==> config.mk <==
export PLATFORM = sky130hd
export DESIGN_NAME = sorter_cmd_rx
export DESIGN_NICKNAME = d
export VERILOG_FILES = /design/src/rtl/sorter_cmd_rx.sv
export SDC_FILE = /design/constraint.sdc
export NUM_CORES = 1
export LEC_CHECK = 0
export BUFFER_PORTS_ARGS = -buffer_cell sky130_fd_sc_hd__buf_2
export CELL_PAD_IN_SITES_DETAIL_PLACEMENT = 1
export CELL_PAD_IN_SITES_GLOBAL_PLACEMENT = 1
export CORE_ASPECT_RATIO = 1.4
export CORE_MARGIN = 1
export CORE_UTILIZATION = 45
export CTS_CLUSTER_DIAMETER = 60
export DETAILED_ROUTE_END_ITERATION = 8
export PLACE_DENSITY = 0.75
export SETUP_SLACK_MARGIN = 0.1
export SYNTH_ARGS = -nofsm -noshare
export SYNTH_HDL_FRONTEND = slang
export SYNTH_SLANG_ARGS = --single-unit
export TNS_END_PERCENT = 20
==> constraint.sdc <==
create_clock -name clk -period 7.1 [get_ports clk]
set_input_delay 0.71 -clock clk [delete_from_list [all_inputs] [get_ports clk]]
set_output_delay 0.71 -clock clk [all_outputs]
set_load 0.03 [all_outputs]
==> src/rtl/sorter_cmd_rx.sv <==
// sorter_cmd_rx: UART command receiver, 4-entry command FIFO and hold-off spaced strobe issue; define CMD_LOWER_EN to also accept lowercase commands
module sorter_cmd_rx #(
    parameter int BAUD_DIV = 5208,
    parameter int HOLD_POS = 52000000,
    parameter int HOLD_GO  = 101000000
) (
    input  logic       clk,
    input  logic       rst,
    input  logic       rx,
    output logic       go,
    output logic       posRed,
    output logic       posGreen,
    output logic       posBlue,
    output logic       busy,
    output logic [2:0] fifo_count,
    output logic       frame_err,
    output logic       ovf,
    output logic       bad_cmd
);
    localparam int CW = $clog2(BAUD_DIV + 1);
    localparam logic [CW-1:0] BIT_LAST  = CW'(BAUD_DIV - 1);
    localparam logic [CW-1:0] HALF_LAST = CW'(BAUD_DIV / 2 - 1);
    localparam logic [26:0]   HP        = 27'(HOLD_POS);
    localparam logic [26:0]   HG        = 27'(HOLD_GO);

    typedef enum logic [2:0] {R_WAIT_IDLE, R_IDLE, R_START, R_DATA, R_STOP} rx_state_t;
    typedef enum logic [1:0] {I_IDLE, I_ISSUE, I_HOLD} iss_state_t;

    rx_state_t  rs;
    iss_state_t is;
    logic          rx_m, rx_s;
    logic [CW-1:0] cnt;
    logic [2:0]    bit_idx;
    logic [7:0]    rx_byte, cmd_byte;
    logic          byte_valid, cmd_ok, pop, push_acc;
    logic [1:0]    cmd_code, cur_code, wr_ptr, rd_ptr, head;
    logic [1:0]    mem [4];
    logic [26:0]   hold_cnt;

`ifdef CMD_LOWER_EN
    assign cmd_byte = rx_byte & 8'hDF;
`else
    assign cmd_byte = rx_byte;
`endif
    assign head     = mem[rd_ptr];
    assign pop      = (is == I_IDLE) && (fifo_count != 3'd0);
    assign push_acc = byte_valid && cmd_ok && (fifo_count != 3'd4 || pop);
    assign busy     = is != I_IDLE;

    // map a received byte onto a 2-bit command code
    always_comb begin
        cmd_ok   = cmd_byte inside {8'h44, 8'h52, 8'h47, 8'h42};
        cmd_code = cmd_byte == 8'h52 ? 2'd1 : cmd_byte == 8'h47 ? 2'd2 : cmd_byte == 8'h42 ? 2'd3 : 2'd0;
    end

    // two-flop synchronizer for the asynchronous serial line
    always_ff @(posedge clk or posedge rst) begin
        if (rst) begin
            rx_m <= 1'b0;
            rx_s <= 1'b0;
        end else begin
            rx_m <= rx;
            rx_s <= rx_m;
        end
    end

    // 8N1 receiver sampling mid-bit, with glitch rejection on the start bit
    always_ff @(posedge clk or posedge rst) begin
        if (rst) begin
            rs         <= R_WAIT_IDLE;
            cnt        <= '0;
            bit_idx    <= '0;
            rx_byte    <= '0;
            byte_valid <= 1'b0;
            frame_err  <= 1'b0;
        end else begin
            byte_valid <= 1'b0;
            frame_err  <= 1'b0;
            case (rs)
                R_WAIT_IDLE: if (rx_s) rs <= R_IDLE;
                R_IDLE: begin
                    cnt     <= '0;
                    bit_idx <= '0;
                    if (!rx_s) rs <= R_START;
                end
                R_START: if (cnt == HALF_LAST) begin
                    cnt <= '0;
                    rs  <= rx_s ? R_IDLE : R_DATA;
                end else cnt <= cnt + 1'b1;
                R_DATA: if (cnt == BIT_LAST) begin
                    cnt     <= '0;
                    rx_byte <= {rx_s, rx_byte[7:1]};
                    bit_idx <= bit_idx + 1'b1;
                    if (bit_idx == 3'd7) rs <= R_STOP;
                end else cnt <= cnt + 1'b1;
                R_STOP: if (cnt == BIT_LAST) begin
                    cnt        <= '0;
                    byte_valid <= rx_s;
                    frame_err  <= !rx_s;
                    rs         <= rx_s ? R_IDLE : R_WAIT_IDLE;
                end else cnt <= cnt + 1'b1;
                default: rs <= R_WAIT_IDLE;
            endcase
        end
    end

    // command FIFO with overflow and bad-command flags
    always_ff @(posedge clk or posedge rst) begin
        if (rst) begin
            mem        <= '{default: 2'd0};
            wr_ptr     <= '0;
            rd_ptr     <= '0;
            fifo_count <= '0;
            ovf        <= 1'b0;
            bad_cmd    <= 1'b0;
        end else begin
            ovf        <= byte_valid && cmd_ok && !push_acc;
            bad_cmd    <= byte_valid && !cmd_ok;
            fifo_count <= fifo_count + 3'(push_acc) - 3'(pop);
            if (push_acc) begin
                mem[wr_ptr] <= cmd_code;
                wr_ptr      <= wr_ptr + 1'b1;
            end
            if (pop) rd_ptr <= rd_ptr + 1'b1;
        end
    end

    // issue FSM: pop, strobe for one cycle, then hold off for the servo sequence
    always_ff @(posedge clk or posedge rst) begin
        if (rst) begin
            is       <= I_IDLE;
            hold_cnt <= '0;
            cur_code <= '0;
            go       <= 1'b0;
            posRed   <= 1'b0;
            posGreen <= 1'b0;
            posBlue  <= 1'b0;
        end else begin
            go       <= 1'b0;
            posRed   <= 1'b0;
            posGreen <= 1'b0;
            posBlue  <= 1'b0;
            case (is)
                I_IDLE: if (pop) begin
                    cur_code <= head;
                    go       <= head == 2'd0;
                    posRed   <= head == 2'd1;
                    posGreen <= head == 2'd2;
                    posBlue  <= head == 2'd3;
                    is       <= I_ISSUE;
                end
                I_ISSUE: begin
                    hold_cnt <= cur_code == 2'd0 ? HG : HP;
                    is       <= I_HOLD;
                end
                I_HOLD: begin
                    hold_cnt <= hold_cnt - 1'b1;
                    if (hold_cnt == 27'd1) is <= I_IDLE;
                end
                default: is <= I_IDLE;
            endcase
        end
    end
endmodule

**Word-level counts from Yosys, hierarchy flattened**

Index checks and enable logic that the tools add are counted.

- Bits in registers: 83
- Latch bits: 0
- Bits in writable memories: 0
- Memory bits (read-only): 0
- Input bits: 3
- Output and inout bits: 11
- Word-level logic and storage cells: 128
- Memories: 0

- Add/sub/neg operators: 7
- Multiply operators: 0
- Div/mod/pow operators: 0
- $lt $le $gt $ge: 3
- Equal/unequal tests: 26
- Shift operators: 0
- Muxes and demuxes: 40
- Bitwise gates (word level): 2
- Reductions and logical operators: 26

Operator list:

| cell | number |
|---|---|
| 27-bit case mux with 2 select lines | 1 |
| 13-bit case mux with 3 select lines | 1 |
| 8-bit by 7-bit == test with 1-bit output, second input constant | 4 |
| 27-bit by 1-bit == test with 1-bit output, second input constant | 1 |
| 27-bit two-way mux | 1 |
| 27-bit by 1-bit subtractor with 27-bit output, second input constant | 1 |
| 13-bit two-way mux | 2 |
| 3-bit two-way mux | 7 |
| 2-bit two-way mux | 9 |
| 2-bit != test, second input constant | 8 |
| 3-bit case mux with 5 select lines | 1 |
| 13-bit by 1-bit adder with 13-bit output, second input constant | 1 |
| 13-bit by 12-bit == test with 1-bit output, second input constant | 1 |
| 13-bit == test, second input constant | 1 |
| 1-bit two-way mux | 13 |
| 8-bit bitwise mux | 1 |
| 2-bit AND reduction | 4 |
| 2-bit == test, second input constant | 3 |
| 3-bit by 2-bit == test with 1-bit output, second input constant | 2 |
| 3-bit == test, second input constant | 2 |
| 3-bit greater-or-equal comparator, second input constant | 2 |
| 1-bit logical AND | 6 |
| 2-bit zero test | 3 |
| 2-bit inverter with 3-bit output | 2 |
| 20 further kinds | 27 |

**Longest topological paths before layout**

- Word-level depth: 7
- Mapped depth: 13
- Gate-level depth less buffers: 13

**Least setup slack after synthesis**

OpenSTA, ideal clock, no wires.

- Path kind: register to register
- From: register rx_byte[1] (netlist: cmd_byte[1])
- To: register fifo_count[2]
- Arrival time: 2.651 ns
- Setup slack: 4.314 ns
- Cell stages (with the launch flop): 11
- Buffers on the path: 0
- Clock period less this slack: 2.786 ns
- Cells stage by stage: dfrtp_1 > or4b_2 > a21oi_1 > inv_1 > ha_1 > inv_1 > ha_1 > inv_1 > fa_1 > xnor2_1 > xnor2_1

- Word-level cells in the longest chain between the ends: 6
- Elaborated cells between the ends (all ways): 9
- Classes of those cells: 2 x add/sub; 4 x eq/ne; 3 x reduce/logical

RTL lines:

| what | RTL line | text |
|---|---|---|
| start, declared | 34 | `logic [7:0] rx_byte, cmd_byte;` |
| start signal, assigned | 92 | `rx_byte <= {rx_s, rx_byte[7:1]};` |
| 8-bit by 7-bit == test with 1-bit output | 52 | `cmd_ok = cmd_byte inside {8'h44, 8'h52, 8'h47, 8'h42};` |
| 4-bit nonzero test (*) | 52 |  |
| 1-bit logical AND (*) (2 in series) | 47 | `assign push_acc = byte_valid && cmd_ok && (fifo_count != 3'd4 \|\| pop);` |
| 3-bit by 1-bit adder with 3-bit output (*) | 119 | `fifo_count <= fifo_count + 3'(push_acc) - 3'(pop);` |
| 3-bit by 1-bit subtractor with 3-bit output (*) | 119 |  |
| end signal, assigned | 119 |  |
| end, declared | 15 | `output logic [2:0] fifo_count,` |

Every way passes the cells marked *; elsewhere a longest branch is shown, timed or not.
A chain may end at the register's enable or synchronous reset.

**Worst setup path after layout**

- From: register rx_byte[0] (netlist: cmd_byte[0])
- To: register fifo_count[2]

Same word-level chain as after synthesis.

==> summary.md <==
| Metric | Value |
|---|---|
| YS warnings | `0` |
| Initial core utilization | `0.462` |
| Vias per std cell | `5.87` |
| Commonest non-fill, non-tap cell in the layout | `dfrtp_1` |
| Initial antenna violation count | `0` |
| Mux share of post-synthesis cell area | `0.0650` |
| Routed Antenna Nets | `0` |
| Final GP Congestion | `0.752` |
| Crit path time final | `3130 ps` |
| Clk slew on worst S/H paths | `60 ps` |
| Critical Path AT | `3390 ps` |
| DRC violations left | `0` |
| Antenna cells | `0` |
| Largest fanout on the critical path | `8` |
| Worst min path class | `reg2reg` |
| Post-synth cell types | `53` |
| First-pass GRT wire length | `17,500 um` |
| Core area | `0.00946 mm^2` |
| WHS | `358 ps` |
| CP startpoint kind | `register` |
| Maximum vdd drop | `0.138 mV` |
| Synth Area in Compound Gates | `0.142` |
| Largest net degree at the start of global routing | `84` |
| Setup bufs post-CTS | `0` |
| Max-slew violations | `0` |
| Worst Setup Path Type | `reg2reg` |
| IO Pins | `14` |
| CTS H-Tree Depth | `3` |
| Seq/Total Area, Yosys | `0.475` |
| Max Root-Sink Buffers | `2` |
| Layout cells sized above 1 | `0.128` |
| Max_slew headroom | `0.296` |
| Synth async-reset ratio | `1.00` |
| Clock latency on the worst-skew pair | `340 ps` |
| Total Negative Setup Slacks | `0 ps` |
| Avg Cell Area, Syn | `9.67 um^2` |
| Final WL | `10,100 um` |
| DRT Pass-1 Iters | `4` |
| CTS root buffer | `clkbuf_16` |
| Most used flip-flop cell after synthesis | `dfrtp_1` |
| Power Density | `233 mW/mm^2` |
| Register bit total from synthesis | `83` |
| DP Area | `0.00454 mm^2` |
| Hold path cells | `0` |
| CP Capture Type | `register` |
| PostCTS Resize Cnt | `0` |
| CTS tree | `done` |
| Fraction of the mapped netlist area in adder cells | `0.0446` |
| R2R cell count | `10` |
| Gr usage total | `0.221` |
| Power Total | `0.00112 W` |
| Layout area overhead | `10.4%` |
| Worst slew pin tran | `1060 ps` |
| Max Cap Viol | `0` |
| Crit share post-route | `0.440` |
| Placed insts | `562` |
| CTS Buf Count | `9` |
| WL per Instance | `17.4 um` |
| Vias in the first global route | `3,581` |
| Post-synth EDFFs | `0` |
| Nets | `481` |
| Synthesized area | `0.00437 mm^2` |
| Final Cell Area | `0.00482 mm^2` |
| Die H | `119 um` |
| Site row count | `42` |
| Fin cells | `578` |
| Clk sinks | `83` |
| Main combinational cell family by area after synthesis | `simple AND/OR/NAND/NOR gates` |
| Cells after Synth | `452` |
| PortBufs | `13` |
| Post-synth net total | `470` |
| Via count | `3,395` |
| Status | `finished, final reports clean` |
| Grt ovf | `0` |
| Commonest cells after routing, fill and taps aside | `83 x dfrtp_1, 59 x nand2_1, 31 x o21ai_0` |
| # hold bufs at CTS | `0` |
| Die ar. | `0.0101 mm^2` |
| Initial DRC Count | `154` |
| WP data required | `7360 ps` |
| RSZ-0062 raised after global routing | `false` |
| Post-Synth XOR/XNOR Area | `0.0301` |
| FMAX | `0.320 GHz` |
| Simple-Gate Fraction of Synth Area | `0.202` |
| Final Hold Viols | `0` |
| Endpoints failing setup | `0` |
| HPWL reported at the end of detailed placement | `6980 um` |
| Chip width | `85.3 um` |
| Fin Clk Skew | `5.61 ps` |
| Pleak | `2.31 nW` |
synthesized netlist by cell type, types with 2 or more instances:
master | n | area [um^2]
xor2_1 | 8 | 70.1
ha_1 | 14 | 175
clkbuf_1 | 16 | 60.1
mux2_2 | 15 | 169
and3_1 | 5 | 31.3
nand4_1 | 6 | 37.5
nand2b_1 | 2 | 12.5
nor3_1 | 15 | 75.1
a41oi_1 | 3 | 26.3
or3_1 | 4 | 25.0
nor4_1 | 6 | 37.5
and3b_1 | 2 | 17.5
nor4bb_1 | 3 | 30.0
o22ai_1 | 2 | 12.5
and2_1 | 5 | 31.3
o211ai_1 | 2 | 15.0
dfrtp_1 | 83 | 2080
nor4b_1 | 6 | 52.6
mux2i_1 | 7 | 70.1
a22o_1 | 5 | 43.8
a41o_1 | 3 | 30.0
a21boi_0 | 2 | 15.0
a311oi_1 | 3 | 26.3
nor2b_1 | 2 | 12.5
a21oi_1 | 27 | 135
nand3_1 | 17 | 85.1
nand2_1 | 59 | 221
nor3b_1 | 2 | 15.0
xnor2_1 | 7 | 61.3
or4b_2 | 3 | 30.0
o21ai_0 | 31 | 155
mux4_2 | 2 | 45.0
inv_1 | 28 | 105
a31oi_1 | 8 | 50.1
o31ai_1 | 2 | 15.0
and4b_1 | 2 | 20.0
nor2_1 | 28 | 105
or4_4 | 2 | 22.5
layer usage:
| metal | vias to the layer above | share of wire | global-route usage | wire (um) |
|---|---|---|---|---|
| li1 | 1636 | - | - | - |
| met1 | 1732 | 0.43 | 0.273 | 4310 |
| met2 | 20 | 0.54 | 0.387 | 5450 |
| met3 | 7 | 0.017 | 0.0405 | 175 |
| met4 | 0 | 0.014 | 0.0688 | 137 |
| met5 | - | 0 | 0 | 0 |
flip-flops by register name (all words and copies together) (netlist names), 2 cells and up:
signal      count
cmd_byte        8
bit_idx         3
rs              3
cur_code        2
cnt            13
rd_ptr          2
fifo_count      3
wr_ptr          2
hold_cnt       27
is              2
mem             8
worst paths after layout:
path	from	to	slack (ps)
max	cmd_byte[0]	fifo_count[2]	3970
max reg2reg	cmd_byte[0]	fifo_count[2]	3970
min	rx_m	rx_s	360
min reg2reg	rx_m	rx_s	360
min in group asynchronous	rst	bad_cmd	700
max in group asynchronous	rst	bit_idx[1]	5720
where the power goes:
group | switching [W] | internal [W]
clock network | 0.000199 | 0.000250
registers | 0.0000392 | 0.000494
logic | 0.0000914 | 0.0000513
cell type report:
type,instances,area (um^2)
Fill cell,1067,4630
Multi-Input combinational cell,323,2110
Sequential cell,83,2080
Clock buffer,10,239
Tap cell,110,138
Inverter,28,106
Timing Repair Buffer,18,103
Clock inverter,6,47.5
worst max-delay path: stages, from the launching register on:
cell and delay, ps:
dfrtp_1 450, or4b_2 710, a21oi_1 510, inv_1 100, ha_1 310, inv_1 70, ha_1 140, inv_1 50
fa_1 380, xnor2_1 190, xnor2_1 130
kinds of logic after synthesis:
kind of cell             Yosys count
AND/OR/NAND/NOR                  172
AO/OA/AOI/OAI                     97
flip-flops                        83
buffers and inverters             46
multiplexers                      24
XOR/XNOR                          15
adder cells (fa/ha/maj)           15
per-stage QoR:
step / util / worst slack (ps)
after floorplan: - / 4250
after global placement: 0.480 / 4190
after detailed placement: 0.480 / 4020
after CTS: 0.510 / 3930
after global routing: 0.510 / 3700
final: 0.510 / 3970
Note: power is estimated with default switching activity, not from simulation.
